## src/rtl/decode_pkg.sv

```systemverilog
// Shared decode definitions: opcode map, decoded record, field positions.
// DECODE_ILLEGAL_TRAP_EN adds an illegal-opcode flag to the decoded record.
package decode_pkg;

    typedef enum logic [7:0] {
        NOP               = 8'h00,
        ADD               = 8'h01,
        SUB               = 8'h02,
        MUL               = 8'h03,
        AND_OP            = 8'h04,
        OR_OP             = 8'h05,
        XOR_OP            = 8'h06,
        SHL               = 8'h07,
        SHR               = 8'h08,
        MOV_IMM           = 8'h09,
        LOAD              = 8'h10,
        STORE             = 8'h11,
        LOAD_RESTORE_PC   = 8'h12,
        HALT              = 8'h20,
        JMP_ALWAYS        = 8'h21,
        JMP_EQUAL         = 8'h22,
        JMP_NOT_EQUAL     = 8'h23,
        JMP_GREATER       = 8'h24,
        JMP_GREATER_EQUAL = 8'h25,
        JMP_LOWER         = 8'h26,
        JMP_LOWER_EQUAL   = 8'h27
    } opcode_e;

    localparam int OPC_LSB  = 0;
    localparam int OPC_W    = 8;
    localparam int REG_W    = 4;
    localparam int DST_LSB  = 8;
    localparam int SRC1_LSB = 12;
    localparam int SRC2_LSB = 16;
    localparam int IMM_LSB  = 16;
    localparam int IMM_W    = 16;

    typedef struct packed {
`ifdef DECODE_ILLEGAL_TRAP_EN
        logic        illegal;
`endif
        logic        is_branch;
        logic        is_mem;
        logic [31:0] imm;
        logic [3:0]  src2;
        logic [3:0]  src1;
        logic [3:0]  dst;
        logic [7:0]  opcode;
    } decoded_insn_t;

    function automatic logic is_control_flow(input logic [7:0] op);
        case (op)
            HALT, JMP_ALWAYS, JMP_EQUAL, JMP_NOT_EQUAL,
            JMP_GREATER, JMP_GREATER_EQUAL, JMP_LOWER,
            JMP_LOWER_EQUAL, LOAD_RESTORE_PC: return 1'b1;
            default: return 1'b0;
        endcase
    endfunction

    function automatic logic is_memory_op(input logic [7:0] op);
        case (op)
            LOAD, STORE, LOAD_RESTORE_PC: return 1'b1;
            default: return 1'b0;
        endcase
    endfunction

    function automatic logic is_defined_op(input logic [7:0] op);
        case (op)
            NOP, ADD, SUB, MUL, AND_OP, OR_OP, XOR_OP, SHL, SHR,
            MOV_IMM, LOAD, STORE, LOAD_RESTORE_PC, HALT,
            JMP_ALWAYS, JMP_EQUAL, JMP_NOT_EQUAL, JMP_GREATER,
            JMP_GREATER_EQUAL, JMP_LOWER, JMP_LOWER_EQUAL: return 1'b1;
            default: return 1'b0;
        endcase
    endfunction

endpackage

```

## src/rtl/decode_skid_buffer.sv

```systemverilog
// Two-entry FIFO between decode and execute; busy comes from the
// registered count only, so execute stalls never reach fetch combinationally.
module decode_skid_buffer #(
    parameter int W = 64
) (
    input  logic         clk,
    input  logic         rst_n,
    input  logic         in_valid,
    output logic         in_busy,
    input  logic [W-1:0] in_data,
    output logic         out_valid,
    input  logic         out_busy,
    output logic [W-1:0] out_data
);

    logic [W-1:0] mem [2];
    logic         head;
    logic         tail;
    logic [1:0]   count;
    logic         push;
    logic         pop;

    assign in_busy   = (count == 2'd2);
    assign out_valid = (count != 2'd0);
    assign push      = in_valid && !in_busy;
    assign pop       = out_valid && !out_busy;
    assign out_data  = mem[head];

    // Storage, pointers and occupancy; simultaneous push/pop keeps count.
    always_ff @(posedge clk or negedge rst_n) begin
        if (!rst_n) begin
            mem[0] <= '0;
            mem[1] <= '0;
            head   <= 1'b0;
            tail   <= 1'b0;
            count  <= 2'd0;
        end else begin
            if (push) begin
                mem[tail] <= in_data;
                tail      <= ~tail;
            end
            if (pop) begin
                head <= ~head;
            end
            case ({push, pop})
                2'b10:   count <= count + 2'd1;
                2'b01:   count <= count - 2'd1;
                default: count <= count;
            endcase
        end
    end

endmodule

```

## src/rtl/decode_stage.sv

```systemverilog
// Decode stage: splits the instruction word and classifies it, then
// buffers the record for execute. DECODE_ILLEGAL_TRAP_EN adds out_illegal.
module decode_stage
    import decode_pkg::*;
#(
    parameter int NUM_THREADS = 8,
    parameter int ADDR_W      = 32,
    parameter int INSN_W      = 32
) (
    input  logic                   clk,
    input  logic                   rst_n,
    input  logic                   in_valid,
    output logic                   in_busy,
    input  logic [NUM_THREADS-1:0] in_exec_mask,
    input  logic [ADDR_W-1:0]      in_pc,
    input  logic [INSN_W-1:0]      in_insn,
    output logic                   out_valid,
    input  logic                   out_busy,
    output logic [NUM_THREADS-1:0] out_exec_mask,
    output logic [ADDR_W-1:0]      out_pc,
    output logic [7:0]             out_opcode,
    output logic [3:0]             out_dst,
    output logic [3:0]             out_src1,
    output logic [3:0]             out_src2,
    output logic [31:0]            out_imm,
    output logic                   out_is_branch,
    output logic                   out_is_mem
`ifdef DECODE_ILLEGAL_TRAP_EN
    ,
    output logic                   out_illegal
`endif
);

    localparam int W = NUM_THREADS + ADDR_W + $bits(decoded_insn_t);

    decoded_insn_t dec;
    decoded_insn_t head;
    logic [W-1:0]  buf_in;
    logic [W-1:0]  buf_out;

    // Field extraction and classification of the incoming word.
    always_comb begin
        dec        = '0;
        dec.opcode = in_insn[OPC_LSB +: OPC_W];
        dec.dst    = in_insn[DST_LSB +: REG_W];
        dec.src1   = in_insn[SRC1_LSB +: REG_W];
        dec.src2   = in_insn[SRC2_LSB +: REG_W];
        dec.imm    = {{(32-IMM_W){in_insn[IMM_LSB+IMM_W-1]}},
                      in_insn[IMM_LSB +: IMM_W]};
`ifdef DECODE_ILLEGAL_TRAP_EN
        dec.illegal   = !is_defined_op(dec.opcode);
        dec.is_branch = is_control_flow(dec.opcode) && !dec.illegal;
        dec.is_mem    = is_memory_op(dec.opcode) && !dec.illegal;
`else
        dec.is_branch = is_control_flow(dec.opcode);
        dec.is_mem    = is_memory_op(dec.opcode);
`endif
    end

    assign buf_in = {in_exec_mask, in_pc, dec};

    decode_skid_buffer #(
        .W(W)
    ) u_skid (
        .clk      (clk),
        .rst_n    (rst_n),
        .in_valid (in_valid),
        .in_busy  (in_busy),
        .in_data  (buf_in),
        .out_valid(out_valid),
        .out_busy (out_busy),
        .out_data (buf_out)
    );

    assign {out_exec_mask, out_pc, head} = buf_out;

    assign out_opcode    = head.opcode;
    assign out_dst       = head.dst;
    assign out_src1      = head.src1;
    assign out_src2      = head.src2;
    assign out_imm       = head.imm;
    assign out_is_branch = head.is_branch;
    assign out_is_mem    = head.is_mem;
`ifdef DECODE_ILLEGAL_TRAP_EN
    assign out_illegal   = head.illegal;
`endif

endmodule

```

## config.mk

```make
export PLATFORM = sky130hd
export DESIGN_NAME = decode_stage
export DESIGN_NICKNAME = d
export VERILOG_FILES = /design/src/rtl/decode_pkg.sv /design/src/rtl/decode_skid_buffer.sv /design/src/rtl/decode_stage.sv
export SDC_FILE = /design/constraint.sdc
export NUM_CORES = 1
export LEC_CHECK = 0
export BUFFER_PORTS_ARGS = -buffer_cell sky130_fd_sc_hd__buf_2
export CAP_MARGIN = 0
export CORE_MARGIN = 1.5
export CORE_UTILIZATION = 53
export DETAILED_ROUTE_END_ITERATION = 7
export PLACE_DENSITY = 0.8
export SYNTH_ARGS = -nofsm -noshare
export SYNTH_HDL_FRONTEND = slang
export SYNTH_SLANG_ARGS = --single-unit
```

## constraint.sdc

```tcl
create_clock -name clk -period 2.06 [get_ports clk]
set_input_delay 0.103 -clock clk [delete_from_list [all_inputs] [get_ports clk]]
set_output_delay 0.103 -clock clk [all_outputs]
set_load 0.02 [all_outputs]
```

Yosys cells after proc, flatten, opt, wreduce, memory -nomap -nowiden
Index checks and enable logic that the tools add are counted.
W data, S select, Z words.
{"block": "op_classes", "reduce_logical": 9, "n_bitwise": 4, "n_mux": 9, "order_cmp": 3, "add_sub_neg": 2, "eq_ne": 14}
{"op": "$mux W94", "n": 4}
{"op": "$bwmux W188", "n": 1}
{"op": "$demux W94 S1", "n": 1}
{"op": "$eq A8 B6 Y1 const B", "n": 8}
{"op": "$eq A8 B5 Y1 const B", "n": 3}
{"op": "$reduce_or A9 Y1", "n": 1}
{"op": "$eq A2 B2 Y1 const B", "n": 2}
{"op": "$ge A2 B2 Y1 const B", "n": 2}
{"op": "$not A1 Y2", "n": 2}
{"op": "$pmux W2 S2", "n": 1}
{"op": "$reduce_bool A2 Y1", "n": 2}
{"op": "$logic_and A1 B1 Y1", "n": 3}
{"op": "$reduce_or A3 Y1", "n": 1}
{"op": "$add A2 B1 Y2 const B", "n": 1}
{"op": "$eq A2 B1 Y1 const B", "n": 1}
{"op": "$logic_not A1 Y1", "n": 2}
{"op": "$lt A2 B1 Y1 const B", "n": 1}
{"op": "$mux W1", "n": 2}
{"op": "$not A1 Y1", "n": 2}
{"op": "$sub A2 B1 Y2 const B", "n": 1}
{"block": "word_totals", "ff_bits": 192, "in_bits": 76, "elab_cells": 46}

Logic depth before layout (Yosys ltp)
Gate-level depths: netlist of run 1.
{"block": "logic_depth", "word_depth": 6, "ltp_mapped": 6}

By module
From an unflattened synthesis of run 1, not the netlist that was laid out.
{"block": "unflattened", "cells_unflattened": 525, "hier_area_um2": 8379.3}
{"mod": "decode_skid_buffer", "instances": 1, "cells_each": 520, "area_each_um2": 8328.0, "seq_area_each_um2": 4804.6}
{"mod": "decode_stage", "instances": 1, "cells_each": 5, "area_each_um2": 51.3, "seq_area_each_um2": 0.0}

Worst setup path after synthesis of run 1
Ideal clock, no wire load.
{"block": "synth_timing", "path_type": "reg2reg", "startpoint": "register u_skid.count[0]", "endpoint": "register u_skid.mem[32] in the netlist's numbering", "path_slack_ns": 0.435, "synth_period_minus_slack_ns": 1.625, "setup_time_ns": 0.125, "n_path_buf": 1, "arrival_time_ns": 1.500, "path_stages_with_launch": 6, "path_cell_list": "dfrtp_1 nand2b_2 inv_2 nor3_4 buf_6 mux2_2"}
{"block": "synth_between", "elab_chain_cells": 3}
{"item": "start, declared", "line": "decode_skid_buffer.sv:19", "source": "logic [1:0] count;"}
{"item": "start signal, assigned", "line": "decode_skid_buffer.sv:46", "source": "2'b10: count <= count + 2'd1;"}
{"item": "start signal, assigned", "line": "decode_skid_buffer.sv:47", "source": "2'b01: count <= count - 2'd1;"}
{"item": "start signal, assigned", "line": "decode_skid_buffer.sv:48", "source": "default: count <= count;"}
{"item": "$eq A2 B2 Y1", "line": "decode_skid_buffer.sv:23", "source": "assign in_busy = (count == 2'd2);"}
{"item": "via in_busy", "line": "decode_stage.sv:13", "source": "output logic in_busy,"}
{"item": "$logic_not A1 Y1", "line": "decode_skid_buffer.sv:25", "source": "assign push = in_valid && !in_busy;"}
{"item": "$logic_and A1 B1 Y1", "line": "decode_skid_buffer.sv:25"}
{"item": "end signal, assigned by index", "line": "decode_skid_buffer.sv:39", "source": "mem[tail] <= in_data;"}
{"item": "end, declared", "line": "decode_skid_buffer.sv:16", "source": "logic [W-1:0] mem [2];"}
The timed path passes the listed nets, and every way through them passes these cells.
A chain may end at the register's enable or synchronous reset.

Worst setup path in the final report of run 1
{"block": "layout_timing", "startpoint": "register u_skid.head", "endpoint": "output port out_pc[19]"}
{"block": "layout_between", "elab_chain_cells": 4}
{"item": "start, declared", "line": "decode_skid_buffer.sv:17", "source": "logic head;"}
{"item": "start signal, assigned", "line": "decode_skid_buffer.sv:43", "source": "head <= ~head;"}
{"item": "$not A1 Y2 (not written as such)", "line": "decode_skid_buffer.sv:27", "source": "assign out_data = mem[head];"}
{"item": "$mux W94 (not written as such) (3 in series)", "line": "decode_skid_buffer.sv:27"}
{"item": "end, declared", "line": "decode_stage.sv:20", "source": "output logic [ADDR_W-1:0] out_pc,"}
No other way between the ends. The select of a mux whose other input is x is not followed.

==> results of run 1 <==
-- routing by layer --
layer  vias up  global-route usage  part of all wire
met3        24              0.0649             0.051
li1       2038                   -                 -
met5         -                   0                 0
met2       132               0.400              0.53
met4         0              0.0992             0.019
met1      2259               0.258              0.40
-- state kept, by name, indices dropped and copies added, names as in the netlist --
name	cells
u_skid.tail	1
u_skid.count	2
u_skid.head	1
u_skid.mem	148
-- power by group --
| group | switching, mW | leakage (nW) | internal (mW) | total, mW |
|---|---|---|---|---|
| sequential | 0.848 | 1.79 | 4.53 | 5.38 |
| clock | 1.14 | 0.288 | 1.88 | 3.02 |
| combinational | 4.14 | 2.00 | 3.91 | 8.04 |
| total | 6.13 | 4.08 | 10.3 | 16.4 |
-- final cells by class --
class                   instances  area, sq um  area share
well taps                     172          215      0.0238
clock buffers                  21          440      0.0487
flip-flops and latches        152         3810       0.421
multi-input cells             247         2660       0.294
inverters                       4         15.0     0.00166
repair buffers                256         1780       0.197
clock inverters                11          130      0.0144
-- worst max-delay path by stage --
stage / startpoint / endpoint / slack [ns]
floorplan: u_skid.count[0] / u_skid.mem[32] / 0.44
global placement: u_skid.count[0] / u_skid.mem[117] / 0.41
detailed placement: u_skid.tail / u_skid.mem[28] / 0.34
CTS: u_skid.head / out_is_branch / 0.006
global route: u_skid.head / out_is_branch / 0.12
finish: u_skid.head / out_pc[19] / 0.18
-- synthesized netlist by cell type (all sizes together) --
library cell | count | area (sq um)
o31ai | 1 | 7.51
ha | 1 | 12.5
nor2 | 3 | 11.3
nand3 | 3 | 15.0
nor4b | 1 | 8.76
buf | 42 | 315
nor2b | 1 | 6.26
xor2 | 2 | 17.5
inv | 4 | 15.0
nand4b | 1 | 8.76
xnor2 | 3 | 26.3
mux2i | 1 | 10.0
mux2 | 217 | 2440
nand2 | 3 | 11.3
nand2b | 1 | 8.76
o21ai | 2 | 10.0
nor3 | 2 | 26.3
clkbuf | 1 | 3.75
dfrtp | 152 | 3800
a31oi | 4 | 25.0
or2 | 1 | 6.26
-- kinds of logic after synthesis --
logic type      synth area share
compound gates           0.00626
buf+inv                   0.0492
fa+ha+maj                0.00184
mux                        0.361
xor+xnor                 0.00645
simple gates              0.0151
flops                      0.560
-- worst max-delay path, cell delays in order (launching register included) --
cell	delay, ns
sky130_fd_sc_hd__dfrtp_4	0.60
sky130_fd_sc_hd__buf_12	0.23
sky130_fd_sc_hd__mux2_2	0.36
sky130_fd_sc_hd__buf_2	0.16
-- stage by stage --
stage          utilization  instances
6_report             0.720        863
5_1_grt              0.720        863
2_1_floorplan            -        446
4_1_cts              0.719        862
3_5_place_dp         0.615        756
3_3_place_gp         0.615        756
-- timing repair --
item                                    CTS  global route
hold buffers                             74             0
endpoints found under the setup margin    0            19
buffers inserted                          0             1
hold endpoints to repair                203             0
==> flow_summary.html, run 1 <==
<table>
<tr><th>Metric</th><th>Value</th></tr>
<tr><th colspan="2">Status</th></tr>
<tr><td>Result of the run</td><td>finished, final reports clean</td></tr>
<tr><th colspan="2">Yosys</th></tr>
<tr><td>Total nets after synthesis</td><td>around 520</td></tr>
<tr><td>Synth Instances</td><td>~450</td></tr>
<tr><td>Unique cell type count in the Yosys netlist</td><td>27</td></tr>
<tr><td>Share of synthesized area occupied by flip-flops and latches</td><td>0.560</td></tr>
<tr><td>Number of warnings reported in the yosys synthesis log</td><td>0</td></tr>
<tr><td>Syn_area_per_cell</td><td>15.2 sq um</td></tr>
<tr><td>Combined area of all synthesized cells</td><td>approximately 6800 sq um</td></tr>
<tr><td>Total of flip-flops plus latches after synthesis</td><td>152</td></tr>
<tr><th colspan="2">Timing</th></tr>
<tr><td>FMAX</td><td>about 530 MHz</td></tr>
<tr><td>Crit share post-route</td><td>0.914</td></tr>
<tr><td>Final Setup Violations</td><td>0</td></tr>
<tr><td>Worst hold slack</td><td>approximately 0.021 ns</td></tr>
<tr><td>Number of max-slew violations in the final report</td><td>0</td></tr>
<tr><td>Post-route setup TNS</td><td>0 ns</td></tr>
<tr><td>Transition at the pin with the smallest max-transition slack</td><td>0.574 ns</td></tr>
<tr><td>Worst Clk Skew</td><td>between 0.006 and 0.007 ns</td></tr>
<tr><td>Headroom to the max-slew limit</td><td>0.617</td></tr>
<tr><td>Post-route worst setup slack</td><td>0.178 ns</td></tr>
<tr><td>Unrepaired setup endpoints after global routing</td><td>no</td></tr>
<tr><td>Final hold violation count</td><td>0</td></tr>
<tr><td>Tmin final</td><td>1.88 ns</td></tr>
<tr><th colspan="2">Job</th></tr>
<tr><td>Max-Cap Viols</td><td>0</td></tr>
<tr><th colspan="2">GRT</th></tr>
<tr><td>Number of global-route vias before repair</td><td>about 4700</td></tr>
<tr><td>Pin count of the biggest net entering global routing</td><td>71</td></tr>
<tr><td>Global-route wire length before repair</td><td>between 20000 and 25000 um</td></tr>
<tr><td>Gr usage total</td><td>0.227</td></tr>
<tr><td>Gr ovfl total</td><td>0</td></tr>
<tr><td>Number of antenna violations at the first check in global routing</td><td>0</td></tr>
<tr><th colspan="2">Final layout</th></tr>
<tr><td>Leading cell type in the layout, fill and taps excluded</td><td>sky130_fd_sc_hd__mux2_2</td></tr>
<tr><td>Highest-count cells in the layout ignoring fill and taps</td><td>sky130_fd_sc_hd__mux2_2 (212), sky130_fd_sc_hd__buf_2 (170), sky130_fd_sc_hd__dfrtp_1 (151)</td></tr>
<tr><td>Count of fill cells added during filler insertion</td><td>828</td></tr>
<tr><td>Post-synthesis to final-layout area growth</td><td>33.2%</td></tr>
<tr><td>Number of antenna repair diodes</td><td>0</td></tr>
<tr><td>Area of all placed cells without fillers</td><td>a little over 9000 sq um</td></tr>
<tr><td>Share of cells above drive strength 1</td><td>0.619</td></tr>
<tr><td>Total number of nets in the final design</td><td>~760</td></tr>
<tr><th colspan="2">Die</th></tr>
<tr><td>Die extent in x</td><td>approximately 120 um</td></tr>
<tr><td>Floorplan Core Area</td><td>around 13000 sq um</td></tr>
<tr><td>Die extent in y</td><td>116 um</td></tr>
<tr><td># rows</td><td>a little over 40</td></tr>
<tr><td>Number of top-level design ports</td><td>172</td></tr>
<tr><td>Die Footprint</td><td>around 14000 sq um</td></tr>
<tr><td>Initial cell density of the core</td><td>0.540</td></tr>
<tr><th colspan="2">Clock tree</th></tr>
<tr><td>Number of clock buffers inserted by TritonCTS</td><td>17</td></tr>
<tr><td>CTS Root Cell</td><td>sky130_fd_sc_hd__clkbuf_16</td></tr>
<tr><td>Maximum level of the CTS H-tree</td><td>4</td></tr>
<tr><td>CTS tree</td><td>done</td></tr>
<tr><td>Total number of clock tree sinks</td><td>about 150</td></tr>
<tr><td>Skew-Pair Late Insertion Delay</td><td>roughly 0.42 ns</td></tr>
<tr><td>Bufs on Longest Clock Path</td><td>2</td></tr>
<tr><td>Number of resized instances in the post-cts repair step</td><td>0</td></tr>
<tr><td>Clk pin slew, worst setup/hold paths</td><td>around 0.060 ns</td></tr>
<tr><th colspan="2">Setup path</th></tr>
<tr><td>FF-to-FF Start</td><td>u_skid.count[0]</td></tr>
<tr><td>Worst Setup Path Type</td><td>reg2out</td></tr>
<tr><td>R2R depth</td><td>5</td></tr>
<tr><td>Arrival @ worst endpoint</td><td>around 1.8 ns</td></tr>
<tr><td>FF-to-FF End</td><td>u_skid.mem[25]</td></tr>
<tr><td>R2R Setup Slk</td><td>~0.32 ns</td></tr>
<tr><td>Worst Path Required</td><td>about 2 ns</td></tr>
<tr><td>Kind of end point of the critical path</td><td>output port</td></tr>
<tr><td>Highest net fanout along the worst path</td><td>24</td></tr>
<tr><td>Kind of launch point of the worst setup path</td><td>flop</td></tr>
<tr><th colspan="2">Power and ir drop</th></tr>
<tr><td>Power density over the cells</td><td>1820 nW/um^2</td></tr>
<tr><td>Design Power</td><td>approximately 16 mW</td></tr>
<tr><td>Peak ir drop on the vdd network</td><td>approximately 0.9 mV</td></tr>
<tr><td>LEAKAGE</td><td>between 4 and 5 nW</td></tr>
<tr><th colspan="2">Route</th></tr>
<tr><td>Pre-antenna DRT Iters</td><td>4</td></tr>
<tr><td>Drt first-iter violations</td><td>between 150 and 200</td></tr>
<tr><td>Routed WL per cell</td><td>about 17 um</td></tr>
<tr><td>Remaining routing DRC violations</td><td>0</td></tr>
<tr><td>Vias after detailed routing</td><td>4453</td></tr>
<tr><td>Number of vias per cell</td><td>5.16</td></tr>
<tr><td>Total detailed-routing wirelength</td><td>about 14000 um</td></tr>
<tr><td>Remaining antenna violation count after routing</td><td>0</td></tr>
<tr><th colspan="2">Min path</th></tr>
<tr><td>Number of instances on the worst hold path</td><td>3</td></tr>
<tr><td>Hold Path End</td><td>u_skid.tail</td></tr>
<tr><td>Worst hold path startpoint</td><td>in_valid</td></tr>
<tr><td>Type of the tightest min-delay check</td><td>in2reg</td></tr>
<tr><th colspan="2">Placement</th></tr>
<tr><td>Post-Place Worst Slack</td><td>about 0.34 ns</td></tr>
<tr><td>Input/output buffers</td><td>about 170</td></tr>
<tr><td>Routability congestion estimate</td><td>between 0.7 and 0.8</td></tr>
<tr><td>Post-placement cell area</td><td>~7700 sq um</td></tr>
<tr><td>Detail Placement HPWL</td><td>between 8000 and 9000 um</td></tr>
</table>
(Power assumes the default switching activity.)
==> run 2: changes to the inputs <==
--- a/config.mk
+++ b/config.mk
@@ -8,9 +8,10 @@
 export BUFFER_PORTS_ARGS = -buffer_cell sky130_fd_sc_hd__buf_2
 export CAP_MARGIN = 0
 export CORE_MARGIN = 1.5
-export CORE_UTILIZATION = 53
+export CORE_UTILIZATION = 56
 export DETAILED_ROUTE_END_ITERATION = 7
-export PLACE_DENSITY = 0.8
+export PLACE_DENSITY = 0.81
 export SYNTH_ARGS = -nofsm -noshare
 export SYNTH_HDL_FRONTEND = slang
+export SYNTH_HIERARCHICAL = 1
 export SYNTH_SLANG_ARGS = --single-unit
==> run 2 against run 1 <==
  * Register-to-register slack got worse by 0.08 ns
  * Utilization increased by 2.1 points
  * Die area increased by 16%
  * Wire length increased by 20%
  * Clock skew decreased by 0.0016 ns
==> flow_summary.html, run 2 <==
<table>
<tr><th>Metric</th><th>Value</th></tr>
<tr><th colspan="2">Timing</th></tr>
<tr><td>Transition at the pin with the smallest max-transition slack</td><td>0.549 ns (-0.0249 ns)</td></tr>
<tr><td>FMAX</td><td>522 MHz (-1.7%)</td></tr>
<tr><td>Unrepaired setup endpoints after global routing</td><td>no</td></tr>
<tr><td>Worst hold slack</td><td>0.217 ns (+0.195 ns)</td></tr>
<tr><td>Headroom to the max-slew limit</td><td>0.634 (+0.0166)</td></tr>
<tr><td>Post-route setup TNS</td><td>0 ns (unchanged)</td></tr>
<tr><td>Tmin final</td><td>1.91 ns (+0.0329 ns)</td></tr>
<tr><td>Number of max-slew violations in the final report</td><td>0 (unchanged)</td></tr>
<tr><td>Final hold violation count</td><td>0 (unchanged)</td></tr>
<tr><td>Final Setup Violations</td><td>0 (unchanged)</td></tr>
<tr><td>Crit share post-route</td><td>0.930 (+0.0159)</td></tr>
<tr><td>Worst Clk Skew</td><td>0.00458 ns (-0.00155 ns)</td></tr>
<tr><th colspan="2">Final layout</th></tr>
<tr><td>Registers with the most flip-flops</td><td>u_skid/mem x188, u_skid/count x2</td></tr>
<tr><td>Number of flip-flops in the largest register</td><td>188 (+27%)</td></tr>
<tr><td>Count of fill cells added during filler insertion</td><td>915 (+11%)</td></tr>
<tr><td>Post-synthesis to final-layout area growth</td><td>29.1%</td></tr>
<tr><td>Leading cell type in the layout, fill and taps excluded</td><td>sky130_fd_sc_hd__dfrtp_1</td></tr>
<tr><td>Most flop-heavy register</td><td>u_skid/mem</td></tr>
<tr><td>Total number of nets in the final design</td><td>845 (+12%)</td></tr>
<tr><td>Highest-count cells in the layout ignoring fill and taps</td><td>sky130_fd_sc_hd__dfrtp_1 (191), sky130_fd_sc_hd__buf_2 (170), sky130_fd_sc_hd__mux2_2 (162)</td></tr>
<tr><td>Share of cells above drive strength 1</td><td>0.485 (-0.134)</td></tr>
<tr><td>Number of antenna repair diodes</td><td>0 (unchanged)</td></tr>
<tr><th colspan="2">Yosys</th></tr>
<tr><td>Number of synthesized flops with an enable pin</td><td>0 (unchanged)</td></tr>
<tr><td>Total nets after synthesis</td><td>602 (+15%)</td></tr>
<tr><td>Count leader, synth</td><td>sky130_fd_sc_hd__dfrtp_1</td></tr>
<tr><td>Leading register cell type out of synthesis</td><td>sky130_fd_sc_hd__dfrtp_1</td></tr>
<tr><td>Combined area of all synthesized cells</td><td>8380 sq um (+23%)</td></tr>
<tr><td>Number of warnings reported in the yosys synthesis log</td><td>6 (+6)</td></tr>
<tr><td>List of most frequent post-synthesis cells</td><td>sky130_fd_sc_hd__dfrtp_1 (192), sky130_fd_sc_hd__mux2_2 (162), sky130_fd_sc_hd__mux2_1 (120), sky130_fd_sc_hd__buf_6 (13), sky130_fd_sc_hd__buf_2 (11)</td></tr>
<tr><td>Share of async-settable or async-resettable flops after synthesis</td><td>1.00 (unchanged)</td></tr>
<tr><td>Unique cell type count in the Yosys netlist</td><td>22 (-19%)</td></tr>
<tr><td>Library cell with the largest summed area after synthesis</td><td>sky130_fd_sc_hd__dfrtp_1</td></tr>
<tr><td>Fraction of post-synthesis cell area in the top cell type by area</td><td>0.573 (+0.0134)</td></tr>
<tr><td>Top post-synthesis cells by area</td><td>sky130_fd_sc_hd__dfrtp_1 (57%), sky130_fd_sc_hd__mux2_2 (22%), sky130_fd_sc_hd__mux2_1 (16%)</td></tr>
<tr><td>Synth Instances</td><td>525 (+18%)</td></tr>
<tr><td>Total of flip-flops plus latches after synthesis</td><td>192 (+26%)</td></tr>
<tr><td>Share of synthesized area occupied by flip-flops and latches</td><td>0.573 (+0.0134)</td></tr>
<tr><td>Syn_area_per_cell</td><td>16.0 sq um (+4.8%)</td></tr>
<tr><th colspan="2">GRT</th></tr>
<tr><td>Gr ovfl total</td><td>0 (unchanged)</td></tr>
<tr><td>Global-route wire length before repair</td><td>29400 um (+28%)</td></tr>
<tr><td>Number of antenna violations at the first check in global routing</td><td>0 (unchanged)</td></tr>
<tr><td>Pin count of the biggest net entering global routing</td><td>80 (+13%)</td></tr>
<tr><td>Met3 Use GR</td><td>0.0591 (-0.00582)</td></tr>
<tr><td>Number of global-route vias before repair</td><td>5921 (+25%)</td></tr>
<tr><td>Grt met1 use</td><td>0.279 (+0.0213)</td></tr>
<tr><td>Busiest layer in global routing</td><td>met2</td></tr>
<tr><td>Fraction of met2 tracks used by global routing</td><td>0.411 (+0.0107)</td></tr>
<tr><td>Gr usage total</td><td>0.235 (+0.00831)</td></tr>
<tr><th colspan="2">Setup path</th></tr>
<tr><td>Highest net fanout along the worst path</td><td>30 (+25%)</td></tr>
<tr><td>R2R Setup Slk</td><td>0.24 ns (-0.08 ns)</td></tr>
<tr><td>Kind of launch point of the worst setup path</td><td>flop</td></tr>
<tr><td>FF-to-FF Start</td><td>u_skid/count[0]</td></tr>
<tr><td>Kind of end point of the critical path</td><td>output port</td></tr>
<tr><td>FF-to-FF End</td><td>u_skid/mem[168]</td></tr>
<tr><td>Worst Setup Path Type</td><td>reg2out</td></tr>
<tr><td>Arrival @ worst endpoint</td><td>1.81 ns (+0.03 ns)</td></tr>
<tr><td>R2R depth</td><td>5 (unchanged)</td></tr>
<tr><td>Worst Path Required</td><td>1.96 ns (about the same)</td></tr>
<tr><th colspan="2">Min path</th></tr>
<tr><td>Type of the tightest min-delay check</td><td>in2async</td></tr>
<tr><th colspan="2">Clock tree</th></tr>
<tr><td>CTS tree</td><td>done</td></tr>
<tr><td>Bufs on Longest Clock Path</td><td>2 (unchanged)</td></tr>
<tr><td>CTS Root Cell</td><td>sky130_fd_sc_hd__clkbuf_16</td></tr>
<tr><td>Number of resized instances in the post-cts repair step</td><td>0 (unchanged)</td></tr>
<tr><td>Total number of clock tree sinks</td><td>192 (+26%)</td></tr>
<tr><td>Setup repair bufs after CTS</td><td>0 (unchanged)</td></tr>
<tr><td>Number of clock buffers inserted by TritonCTS</td><td>17 (unchanged)</td></tr>
<tr><td>Skew-Pair Late Insertion Delay</td><td>0.42 ns (about the same)</td></tr>
<tr><td>Clk pin slew, worst setup/hold paths</td><td>0.06 ns (about the same)</td></tr>
<tr><td>Maximum level of the CTS H-tree</td><td>4 (unchanged)</td></tr>
<tr><th colspan="2">Placement</th></tr>
<tr><td>Detail Placement HPWL</td><td>10800 um (+21%)</td></tr>
<tr><td>Input/output buffers</td><td>171 (unchanged)</td></tr>
<tr><td>Routability congestion estimate</td><td>0.796 (+7.2%)</td></tr>
<tr><th colspan="2">Route</th></tr>
<tr><td>Total detailed-routing wirelength</td><td>17400 um (+20%)</td></tr>
<tr><td>Number of vias per cell</td><td>5.36 (+3.8%)</td></tr>
<tr><td>Vias after detailed routing</td><td>5170 (+16%)</td></tr>
<tr><td>Pre-antenna DRT Iters</td><td>4 (unchanged)</td></tr>
<tr><td>Routed WL per cell</td><td>18.0 um (+7.5%)</td></tr>
<tr><td>Drt first-iter violations</td><td>192 (-3.0%)</td></tr>
<tr><td>Remaining antenna violation count after routing</td><td>0 (unchanged)</td></tr>
<tr><td>Remaining routing DRC violations</td><td>0 (unchanged)</td></tr>
<tr><th colspan="2">Job</th></tr>
<tr><td>Max-Cap Viols</td><td>0 (unchanged)</td></tr>
<tr><th colspan="2">Die</th></tr>
<tr><td>Die extent in y</td><td>125 um (+7.8%)</td></tr>
<tr><td>Initial cell density of the core</td><td>0.574 (+0.0339)</td></tr>
<tr><td>Die extent in x</td><td>125 um (+7.8%)</td></tr>
<tr><td>Floorplan Core Area</td><td>14600 sq um (+16%)</td></tr>
<tr><td>Die Footprint</td><td>15700 sq um (+16%)</td></tr>
<tr><td># rows</td><td>44 (+7.3%)</td></tr>
<tr><td>Number of top-level design ports</td><td>172 (unchanged)</td></tr>
<tr><th colspan="2">Power and ir drop</th></tr>
<tr><td>Design Power</td><td>19.0 mW (+15%)</td></tr>
<tr><td>Peak ir drop on the vdd network</td><td>1.00 mV (+11%)</td></tr>
<tr><td>Power density over the cells</td><td>1750 nW/um^2 (-3.5%)</td></tr>
<tr><td>LEAKAGE</td><td>4.86 nW (+19%)</td></tr>
<tr><th colspan="2">Status</th></tr>
<tr><td>Result of the run</td><td>finished, final reports clean</td></tr>
</table>
==> run 2: timing repair <==
action / CTS / global route
hold endpoints to repair: 209 / 0
endpoints found under the setup margin: 0 / 0
hold buffers: 74 / 0
==> run 2: cell families after synthesis <==
logic type	count (synthesis)	synth area share
adders and majority gates	1	0.00149
DFF	192	0.573
and+or+nand+nor	10	0.00986
xor gates and xnor gates	5	0.00523
AOI/OAI and AO/OA	2	0.00254
muxes	282	0.379
buffers and inverters	33	0.0285
==> run 2: worst max-delay path by stage <==
stage                     slack (ns)            start  cells past startpoint          endpoint
final                           0.15      u_skid/head                      3        out_pc[19]
after floorplan                 0.46  u_skid/count[0]                      6   u_skid/mem[105]
after detailed placement        0.25  u_skid/count[0]                      5    u_skid/mem[97]
after global placement          0.31  u_skid/count[0]                      5    u_skid/mem[97]
after global routing            0.06      u_skid/head                      3  out_exec_mask[7]
after CTS                       0.11      u_skid/head                      3        out_pc[19]
==> run 2: per-stage QoR <==
stage	area, sq um	std cells	util	worst slack, ns
6_report	10800	965	0.741	0.145
5_1_grt	10800	965	0.741	0.0626
4_1_cts	10800	965	0.741	0.110
3_5_place_dp	9420	859	0.646	0.250
3_3_place_gp	9420	859	0.646	0.308
2_1_floorplan	8380	525	-	0.458
==> run 2: power by group <==
part / internal (mW) / switching [mW] / total (mW)
combinational: 4.18 / 4.54 / 8.71
sequential: 5.70 / 0.943 / 6.64
clock: 2.27 / 1.35 / 3.62
total: 12.2 / 6.83 / 19.0
==> run 2: cell type report <==
| type | count | area, sq um | share of cell area |
|---|---|---|---|
| clock inverter | 11 | 211 | 0.0195 |
| inverter | 1 | 3.75 | 0.000347 |
| multi-input combinational | 300 | 3350 | 0.309 |
| clock buffer | 21 | 440 | 0.0407 |
| sequential | 192 | 4810 | 0.445 |
| tap | 184 | 230 | 0.0213 |
| timing repair buffer | 256 | 1780 | 0.164 |
==> run 2: critical path: stages (launching register included) <==
cell	delay (ns)
sky130_fd_sc_hd__dfrtp_4	0.42
sky130_fd_sc_hd__buf_4	0.39
sky130_fd_sc_hd__mux2_2	0.40
sky130_fd_sc_hd__buf_2	0.16
==> run 2: metal layers <==
layer | up-vias | wire length (um)
met5 | - | 0
met4 | 0 | 361
met3 | 24 | 778
met2 | 128 | 9060
met1 | 2643 | 7180
li1 | 2375 | -
==> run 3: changes to the inputs <==
--- a/config.mk
+++ b/config.mk
@@ -5,7 +5,7 @@
 export SDC_FILE = /design/constraint.sdc
 export NUM_CORES = 1
 export LEC_CHECK = 0
-export BUFFER_PORTS_ARGS = -buffer_cell sky130_fd_sc_hd__buf_2
+export BUFFER_PORTS_ARGS = -buffer_cell sky130_fd_sc_hd__buf_4
 export CAP_MARGIN = 0
 export CORE_MARGIN = 1.5
 export CORE_UTILIZATION = 56
==> run 3 against run 2 <==
  * Utilization grew 2.3 points
  * Cell count fell by 0.10%
  * Worst setup slack gained 0.012 ns
  * Non-clock buffer count is 1 lower
  * Sequential share of layout area decreased by 1.4 points
  * Register-to-register slack hardly changed
  * Design area rose by 3.2%
==> flow_summary.html, run 3 (same netlist as run 2, synthesis figures left out) <==
<table>
<tr><th>Metric</th><th>Value</th></tr>
<tr><th colspan="2">Min path</th></tr>
<tr><td>Worst hold path startpoint</td><td>in_insn[31]</td></tr>
<tr><td>Number of instances on the worst hold path</td><td>2</td></tr>
<tr><td>Hold Path End</td><td>u_skid/mem[35]</td></tr>
<tr><td>Type of the tightest min-delay check</td><td>in2reg</td></tr>
<tr><th colspan="2">Placement</th></tr>
<tr><td>Input/output buffers</td><td>171 (unchanged)</td></tr>
<tr><td>Detail Placement HPWL</td><td>11000 um (+1.7%)</td></tr>
<tr><td>Post-Place Worst Slack</td><td>0.253 ns (+0.00281 ns)</td></tr>
<tr><td>Routability congestion estimate</td><td>0.768 (-3.5%)</td></tr>
<tr><th colspan="2">Clock tree</th></tr>
<tr><td>Skew-Pair Late Insertion Delay</td><td>0.43 ns (about the same)</td></tr>
<tr><td>Setup repair bufs after CTS</td><td>0 (unchanged)</td></tr>
<tr><td>Total number of clock tree sinks</td><td>192 (unchanged)</td></tr>
<tr><td>CTS tree</td><td>done</td></tr>
<tr><td>Number of clock buffers inserted by TritonCTS</td><td>17 (unchanged)</td></tr>
<tr><td>Maximum level of the CTS H-tree</td><td>4 (unchanged)</td></tr>
<tr><td>CTS Root Cell</td><td>sky130_fd_sc_hd__clkbuf_16</td></tr>
<tr><td>Clk pin slew, worst setup/hold paths</td><td>0.06 ns (about the same)</td></tr>
<tr><td>Bufs on Longest Clock Path</td><td>2 (unchanged)</td></tr>
<tr><th colspan="2">Die</th></tr>
<tr><td>Die Footprint</td><td>15700 sq um (unchanged)</td></tr>
<tr><td>Number of top-level design ports</td><td>172 (unchanged)</td></tr>
<tr><td>Initial cell density of the core</td><td>0.574 (unchanged)</td></tr>
<tr><td>Floorplan Core Area</td><td>14600 sq um (unchanged)</td></tr>
<tr><td>Die extent in x</td><td>125 um (unchanged)</td></tr>
<tr><td># rows</td><td>44 (unchanged)</td></tr>
<tr><td>Die extent in y</td><td>125 um (unchanged)</td></tr>
<tr><th colspan="2">Timing</th></tr>
<tr><td>Crit share post-route</td><td>0.924 (-0.00606)</td></tr>
<tr><td>Post-route setup TNS</td><td>0 ns (unchanged)</td></tr>
<tr><td>Unrepaired setup endpoints after global routing</td><td>no</td></tr>
<tr><td>Worst Clk Skew</td><td>0.00950 ns (+0.00492 ns)</td></tr>
<tr><td>Headroom to the max-slew limit</td><td>0.614 (-0.0202)</td></tr>
<tr><td>Final Setup Violations</td><td>0 (unchanged)</td></tr>
<tr><td>Final hold violation count</td><td>0 (unchanged)</td></tr>
<tr><td>Tmin final</td><td>1.90 ns (-0.0125 ns)</td></tr>
<tr><td>Transition at the pin with the smallest max-transition slack</td><td>0.579 ns (+0.0302 ns)</td></tr>
<tr><td>Post-route worst setup slack</td><td>0.158 ns (+0.0125 ns)</td></tr>
<tr><td>Number of max-slew violations in the final report</td><td>0 (unchanged)</td></tr>
<tr><td>FMAX</td><td>526 MHz (+0.66%)</td></tr>
<tr><th colspan="2">GRT</th></tr>
<tr><td>Fraction of met2 tracks used by global routing</td><td>0.408 (-0.00321)</td></tr>
<tr><td>Grt met1 use</td><td>0.285 (+0.00541)</td></tr>
<tr><td>Pin count of the biggest net entering global routing</td><td>70 (-13%)</td></tr>
<tr><td>Gr usage total</td><td>0.237 (+0.00166)</td></tr>
<tr><td>Gr ovfl total</td><td>0 (unchanged)</td></tr>
<tr><td>Number of global-route vias before repair</td><td>5767 (-2.6%)</td></tr>
<tr><td>Number of antenna violations at the first check in global routing</td><td>2 (+2)</td></tr>
<tr><td>Global-route wire length before repair</td><td>29400 um (-0.12%)</td></tr>
<tr><td>Busiest layer in global routing</td><td>met2</td></tr>
<tr><td>Met3 Use GR</td><td>0.0706 (+0.0116)</td></tr>
<tr><th colspan="2">Setup path</th></tr>
<tr><td>Highest net fanout along the worst path</td><td>69 (+130%)</td></tr>
<tr><td>Arrival @ worst endpoint</td><td>1.80 ns (about the same)</td></tr>
<tr><td>Kind of end point of the critical path</td><td>output port</td></tr>
<tr><td>Kind of launch point of the worst setup path</td><td>flop</td></tr>
<tr><td>FF-to-FF End</td><td>u_skid/mem[97]</td></tr>
<tr><td>R2R Setup Slk</td><td>0.25 ns (about the same)</td></tr>
<tr><td>R2R depth</td><td>5 (unchanged)</td></tr>
<tr><td>FF-to-FF Start</td><td>u_skid/count[0]</td></tr>
<tr><td>Worst Setup Path Type</td><td>reg2out</td></tr>
<tr><td>Worst Path Required</td><td>1.96 ns (about the same)</td></tr>
<tr><th colspan="2">Route</th></tr>
<tr><td>Number of vias per cell</td><td>5.38 (+0.51%)</td></tr>
<tr><td>Drt first-iter violations</td><td>199 (+3.6%)</td></tr>
<tr><td>Remaining routing DRC violations</td><td>0 (unchanged)</td></tr>
<tr><td>Remaining antenna violation count after routing</td><td>0 (unchanged)</td></tr>
<tr><td>Routed WL per cell</td><td>18.3 um (+1.8%)</td></tr>
<tr><td>Pre-antenna DRT Iters</td><td>4 (unchanged)</td></tr>
<tr><td>Total detailed-routing wirelength</td><td>17700 um (+1.7%)</td></tr>
<tr><td>Vias after detailed routing</td><td>5191 (+0.41%)</td></tr>
<tr><th colspan="2">Final layout</th></tr>
<tr><td>Total number of nets in the final design</td><td>844 (-0.12%)</td></tr>
<tr><td>Number of flip-flops in the largest register</td><td>188 (unchanged)</td></tr>
<tr><td>Share of cells above drive strength 1</td><td>0.487 (+0.00187)</td></tr>
<tr><td>Highest-count cells in the layout ignoring fill and taps</td><td>sky130_fd_sc_hd__dfrtp_1 (191), sky130_fd_sc_hd__buf_4 (174), sky130_fd_sc_hd__mux2_2 (162)</td></tr>
<tr><td>Leading cell type in the layout, fill and taps excluded</td><td>sky130_fd_sc_hd__dfrtp_1</td></tr>
<tr><td>Registers with the most flip-flops</td><td>u_skid/mem x188, u_skid/count x2</td></tr>
<tr><td>Post-layout utilization of the core</td><td>0.765 (+0.0234)</td></tr>
<tr><td>Most flop-heavy register</td><td>u_skid/mem</td></tr>
<tr><td>Post-synthesis to final-layout area growth</td><td>33.2%</td></tr>
<tr><th colspan="2">Power and ir drop</th></tr>
<tr><td>Peak ir drop on the vdd network</td><td>1.10 mV (+10%)</td></tr>
<tr><td>LEAKAGE</td><td>4.96 nW (+2.2%)</td></tr>
<tr><td>Power density over the cells</td><td>1750 nW/um^2 (-0.25%)</td></tr>
<tr><th colspan="2">Job</th></tr>
<tr><td>Max-Cap Viols</td><td>0 (unchanged)</td></tr>
<tr><th colspan="2">Status</th></tr>
<tr><td>Result of the run</td><td>finished, final reports clean</td></tr>
</table>
==> run 3: cell types whose count changed in the layout (fill, tap and decap cells not counted), sizes merged <==
cell	before	now
clkinv	4	6
inv	1	2
bufinv	6	3
buf	181	180
clkbuf	22	20
diode	0	2
==> run 3: metrics by stage <==
stage / cell area [sq um] / hold slack [ns] / power (mW) / cells
6_report: 11200 / 0.181 / 19.5 / 964
3_5_place_dp: 9830 / 0.146 / 16.2 / 858
5_1_grt: 11200 / 0.184 / 20.6 / 964
4_1_cts: 11200 / 0.150 / 19.7 / 962
3_3_place_gp: 9830 / 0.141 / 15.8 / 858
2_1_floorplan: 8380 / -0.193 / 12.8 / 525
==> run 3: critical path, cell delays in order, from the launching register on <==
cell,delay (ns)
sky130_fd_sc_hd__dfrtp_4,0.42
sky130_fd_sc_hd__buf_12,0.34
sky130_fd_sc_hd__mux2_2,0.40
sky130_fd_sc_hd__buf_4,0.16
==> run 3: metal layers <==
metal / share of wire / up-vias
met1: 0.40 / 2675
li1: - / 2366
met4: 0.023 / 0
met3: 0.051 / 32
met2: 0.52 / 118
met5: 0 / -
==> run 3: cell type report <==
cell class,count,area (sq um)
multi-input cells,300,3350
inverters,1,3.75
clock buffers,19,443
fillers,869,3430
flip-flops and latches,192,4810
well taps,184,230
repair buffers,255,2180
clock inverters,11,140
diodes,2,5.00
==> run 3: timing repair <==
item,4_1_cts,5_1_grt
hold buffers,74,0
endpoints found under the hold margin,217,0
gates resized for setup,0,0
==> run 3: worst max-delay path by stage <==
stage / slack, ns / endpoint / from / cells past startpoint
global route: 0.11 / out_imm[31] / u_skid/head / 3
finish: 0.16 / out_pc[18] / u_skid/head / 3
CTS: 0.15 / out_imm[31] / u_skid/head / 3
global placement: 0.32 / u_skid/mem[95] / u_skid/count[0] / 5
floorplan: 0.46 / u_skid/mem[105] / u_skid/count[0] / 6
detailed placement: 0.25 / u_skid/mem[97] / u_skid/count[0] / 5
==> run 3: where the power goes <==
part / internal [mW] / switching [mW] / leakage (nW) / total [mW]
clock: 1.92 / 1.35 / 0.289 / 3.28
combinational: 4.98 / 4.64 / 2.41 / 9.62
sequential: 5.70 / 0.934 / 2.27 / 6.63
total: 12.6 / 6.93 / 4.96 / 19.5
